**src/rtl/ripple_count_monitor.sv**
```systemverilog
// Synchronises an asynchronous ripple-counter bus, filters ripple glitches and publishes accepted counts.
// Optional skip/backward detection is compiled in when RCM_ERR_CHECK_EN is defined.
module ripple_count_monitor #(
  parameter int unsigned WIDTH  = 3,
  parameter int unsigned WRAP_W = 8
) (
  input  logic              clk,
  input  logic              rst,
  input  logic [WIDTH-1:0]  cnt_in,
  input  logic              clr,
  output logic [WIDTH-1:0]  cnt_out,
  output logic              cnt_valid,
  output logic              wrap,
  output logic [WRAP_W-1:0] wrap_cnt,
  output logic              err
);

  typedef enum logic {
    ST_PRIME = 1'b0,
    ST_RUN   = 1'b1
  } state_t;

  state_t           r_state;
  logic [WIDTH-1:0] r_s1;
  logic [WIDTH-1:0] r_s2;
  logic [WIDTH-1:0] r_s3;

  logic w_stable;
  logic w_change;
  logic w_backward;

  // A candidate is trusted only once two consecutive synchronised samples agree.
  assign w_stable   = (r_s2 == r_s3);
  assign w_change   = w_stable && (r_s3 != cnt_out);
  assign w_backward = (r_s3 < cnt_out);

  always_ff @(posedge clk or posedge rst) begin
    if (rst) begin
      r_state   <= ST_PRIME;
      r_s1      <= '0;
      r_s2      <= '0;
      r_s3      <= '0;
      cnt_out   <= '0;
      cnt_valid <= 1'b0;
      wrap      <= 1'b0;
      wrap_cnt  <= '0;
    end else begin
      r_s1      <= cnt_in;
      r_s2      <= r_s1;
      r_s3      <= r_s2;
      cnt_valid <= 1'b0;
      wrap      <= 1'b0;
      if (clr) begin
        r_state  <= ST_PRIME;
        wrap_cnt <= '0;
      end else begin
        case (r_state)
          ST_PRIME: begin
            if (w_stable) begin
              cnt_out <= r_s3;
              r_state <= ST_RUN;
            end
          end
          ST_RUN: begin
            if (w_change) begin
              cnt_out   <= r_s3;
              cnt_valid <= 1'b1;
              if (w_backward) begin
                wrap <= 1'b1;
                if (wrap_cnt != {WRAP_W{1'b1}}) begin
                  wrap_cnt <= wrap_cnt + WRAP_W'(1);
                end
              end
            end
          end
          default: r_state <= ST_PRIME;
        endcase
      end
    end
  end

`ifdef RCM_ERR_CHECK_EN
  logic [WIDTH-1:0] w_expect;
  logic             w_skip;

  // Any accepted value other than the modular successor means a count was missed or went backward.
  assign w_expect = cnt_out + WIDTH'(1);
  assign w_skip   = (r_s3 != w_expect);

  always_ff @(posedge clk or posedge rst) begin
    if (rst) begin
      err <= 1'b0;
    end else if (clr) begin
      err <= 1'b0;
    end else if ((r_state == ST_RUN) && w_change && w_skip) begin
      err <= 1'b1;
    end
  end
`else
  assign err = 1'b0;
`endif

endmodule
```
**config.mk**
```make
export PLATFORM = sky130hd
export DESIGN_NAME = ripple_count_monitor
export DESIGN_NICKNAME = d
export VERILOG_FILES = /design/src/rtl/ripple_count_monitor.sv
export SDC_FILE = /design/constraint.sdc
export NUM_CORES = 1
export LEC_CHECK = 0
export BUFFER_PORTS_ARGS = -buffer_cell sky130_fd_sc_hd__buf_2
export CORE_ASPECT_RATIO = 1.4
export CORE_MARGIN = 2
export CORE_UTILIZATION = 52
export DETAILED_ROUTE_END_ITERATION = 10
export GPL_ROUTABILITY_DRIVEN = 1
export PLACE_DENSITY = 0.76
export SYNTH_ARGS = -nofsm -noshare
export SYNTH_HDL_FRONTEND = slang
export SYNTH_SLANG_ARGS = --single-unit
```
**constraint.sdc**
```tcl
create_clock -name clk -period 2.4 [get_ports clk]
set_clock_uncertainty 0.1 [all_clocks]
set_input_delay 0.12 -clock clk [delete_from_list [all_inputs] [get_ports clk]]
set_output_delay 0.12 -clock clk [all_outputs]
set_load 0.02 [all_outputs]
```
==> run_results.csv <==
group,metric,value,unit
drt,detailed_route_via_count,725,
timing,finalCritPeriodShare,0.858,
logic_synthesis,synth_area_per_cell,11.6,um2
drt,wirelength,1670,um
clock_network,clock_latency_of_the_later_clocked_register_in_the_worst_skew_pair,300,ps
power,irDropWorstVdd,437,uV
floorplan,die-width,41.6,um
floorplan,fp.dieArea,0.00235,mm2
final_layout,syn2layout_area_growth,16.1,%
clock_network,clock_sink_count,23,
final_layout,layout.cells.most_common,"sky130_fd_sc_hd__dfrtp_1",
global_route,global_route_wire_length_before_repair,2820,um
setup_path,data_required_time_of_the_worst_path,2540,ps
clock_network,cts.reportedPaths.clkPinSlew,120,ps
final_layout,layout.cells.non_filler,133,
drt,drtAntennaViolNets,0,
clock_network,clock_tree.root_cell,"sky130_fd_sc_hd__clkbuf_4",
clock_network,post_cts_resized,0,
clock_network,post_cts_buffers,0,
final_layout,fin_nets,123,
timing,hold_viol_final,0,
global_route,grt_remaining_overflow,0,
place,gp_congestion,0.741,
final_layout,number_of_fill_cells_in_the_layout,159,
floorplan,height_of_the_die,56.6,um
logic_synthesis,seq_area_frac_synth,0.560,
global_route,grt_start_max_net_pins,24,
global_route,grt_usage,0.155,
global_route,antenna_found_initial,0,
status,outcome,"finished clean",
setup_path,crit_path_start_kind,"flop",
run,cap_violations,0,
clock_network,cts-root-to-sink-buffers,2,
place,post-dp-hpwl,1210,um
drt,route.detailed.drc,0,
setup_path,worst_ep_arrival_time,2200,ps
setup_path,timing.setup.critical_path_class,"flop to flop",
floorplan,core_region_area,0.00193,mm2
final_layout,num_antenna_cells,0,
timing,peak_freq,486,MHz
timing,finalMaxSlewViolations,0,
clock_network,cts_tree,"built",
logic_synthesis,syn-instance-count,89,
timing,setup_viol,0,
floorplan,start_util,0.534,
logic_synthesis,synthesis.area,0.00103,mm2
drt,first_pass_iters,4,
final_layout,fin_util,0.620,
drt,route.detailed.vias_per_inst,5.45,
setup_path,cp_max_fo,7,
global_route,grt_pass1_vias,669,
logic_synthesis,net_count_synth,99,
timing,period_minus_slack,2060,ps
place,dp.cells,125,
final_layout,layout.cells.most_common_list,"23 x sky130_fd_sc_hd__dfrtp_1, 18 x sky130_fd_sc_hd__buf_2, 7 x sky130_fd_sc_hd__inv_1, 7 x sky130_fd_sc_hd__a21oi_1",
timing,rsz0062_at_grt,"no",
drt,drtIter0Drc,23,
clock_network,htreeDepth,1,
setup_path,crit_path_end_kind,"flop",
timing,maxSlewHeadroom,0.440,
logic_synthesis,synth.lib_cells_used.distinct,32,
drt,wire_per_inst,12.6,um
timing,tightestPinTransition,839,ps
power,power.density_cell_area,653,mW/mm2
clock_network,cts_buffers,3,
min_path,worstHoldPathType,"primary input to flop",
power,static-leakage-power,0.620,nW
place,port-buffer-count,18,
timing,setup_tns,0,ps
floorplan,floorplan.rows,19,
logic_synthesis,ys_ff_latch,23,
final_layout,post_route_cells_drive_above_1_share,0.277,
floorplan,ioPinCount,20,
logic_synthesis,synth.yosys.warnings,0,
what timing repair did:
item                                    4_1_cts  5_1_grt
endpoints found under the hold margin        26        0
endpoints found under the setup margin        0        0
hold buffers                                  4        0
flip-flops by register name (all words and copies together), names as in the netlist:
name and cells:
r_s1 3, r_s3 3, r_state 1, wrap 1
cnt_out 3, r_s2 3, wrap_cnt 8, cnt_valid 1
metal layers:
metal  share of wire  wire (um)  GRT usage  vias to the layer above
li1                -          -          -                      359
met1            0.47        780      0.189                      349
met2            0.48        808      0.259                       13
met3           0.029         49     0.0257                        4
met4           0.020         34     0.0829                        0
met5               0          0          0                        -
report_power, final:
part | internal, W | switching (W) | leakage [nW]
sequential | 0.000415 | 0.0000197 | 0.295
clock | 0.0000622 | 0.000114 | 0.0177
combinational | 0.0000730 | 0.0000957 | 0.308
cells in the mapped netlist:
master / count / area, um2
sky130_fd_sc_hd__mux2_4: 2 / 30.0
sky130_fd_sc_hd__xor2_1: 3 / 26.3
sky130_fd_sc_hd__and4_2: 1 / 10.0
sky130_fd_sc_hd__o31ai_1: 2 / 15.0
sky130_fd_sc_hd__nor4_1: 1 / 6.26
sky130_fd_sc_hd__o21ai_0: 2 / 10.0
sky130_fd_sc_hd__nand2b_1: 1 / 6.26
sky130_fd_sc_hd__xnor2_1: 1 / 8.76
sky130_fd_sc_hd__o21ai_2: 1 / 8.76
sky130_fd_sc_hd__or3_1: 1 / 6.26
sky130_fd_sc_hd__a21oi_1: 7 / 35.0
sky130_fd_sc_hd__nand4_2: 1 / 12.5
sky130_fd_sc_hd__a211o_1: 1 / 8.76
sky130_fd_sc_hd__o211a_1: 1 / 10.0
sky130_fd_sc_hd__conb_1: 1 / 3.75
sky130_fd_sc_hd__nor3_2: 1 / 10.0
sky130_fd_sc_hd__or4_1: 2 / 15.0
sky130_fd_sc_hd__nor2_1: 3 / 11.3
sky130_fd_sc_hd__nor2b_1: 2 / 12.5
sky130_fd_sc_hd__nand3_1: 4 / 20.0
sky130_fd_sc_hd__inv_1: 7 / 26.3
sky130_fd_sc_hd__buf_4: 2 / 15.0
sky130_fd_sc_hd__ha_1: 4 / 50.1
sky130_fd_sc_hd__a31o_2: 1 / 8.76
sky130_fd_sc_hd__dfrtp_1: 23 / 576
sky130_fd_sc_hd__nand2_1: 4 / 15.0
sky130_fd_sc_hd__a21o_1: 1 / 7.51
sky130_fd_sc_hd__and3_1: 4 / 25.0
sky130_fd_sc_hd__nand4_1: 2 / 12.5
sky130_fd_sc_hd__clkbuf_1: 1 / 3.75
sky130_fd_sc_hd__or3_4: 1 / 11.3
sky130_fd_sc_hd__mux2_2: 1 / 11.3
final cells by class:
| cell class | count | area (um2) | area share |
|---|---|---|---|
| flip-flops and latches | 23 | 576 | 0.482 |
| multi-input cells | 56 | 408 | 0.342 |
| repair buffers | 22 | 130 | 0.109 |
| inverters | 7 | 26.3 | 0.0220 |
| well taps | 21 | 26.3 | 0.0220 |
| clock buffers | 3 | 22.5 | 0.0189 |
| clock inverters | 1 | 5.00 | 0.00419 |
path summary, 6_finish.rpt:
kind | start | end | slack [ps] | cells after the start
min reg2reg | r_s1[1] | r_s2[1] | 260 | 0
max reg2reg | cnt_out[1] | wrap_cnt[5] | 340 | 7
max | cnt_out[1] | wrap_cnt[5] | 340 | 7
max in group asynchronous | rst | cnt_valid | 1280 | 3
min in group asynchronous | rst | r_s3[1] | 410 | 3
min | clr | wrap_cnt[4] | 20 | 2
cells by family after synthesis:
kind of cell | Yosys count | synth area share
buf+inv | 10 | 0.0438
simple gates | 28 | 0.169
compound gates | 16 | 0.101
other cells | 1 | 0.00365
fa+ha+maj | 4 | 0.0487
mux | 3 | 0.0401
flops | 23 | 0.560
xor+xnor | 4 | 0.0341
worst max-delay path, cell delays in order (launching register included):
cell and delay [ps]:
sky130_fd_sc_hd__dfrtp_1 390, sky130_fd_sc_hd__inv_1 50, sky130_fd_sc_hd__ha_1 310, sky130_fd_sc_hd__nor2b_1 150, sky130_fd_sc_hd__o21ai_2 150, sky130_fd_sc_hd__nand4_2 190
sky130_fd_sc_hd__or4_1 500, sky130_fd_sc_hd__a21oi_1 150
through the flow:
stage	hold slack [ps]	power [W]	setup slack [ps]	cell area (um2)
global route	29.9	0.000817	222	1190
finish	22.3	0.000779	340	1190
detailed placement	130	0.000608	348	1130
floorplan	21.9	0.000564	356	1030
global placement	128	0.000604	437	1130
CTS	16.9	0.000790	325	1190
No activity file was read; power rests on OpenSTA's default activity.
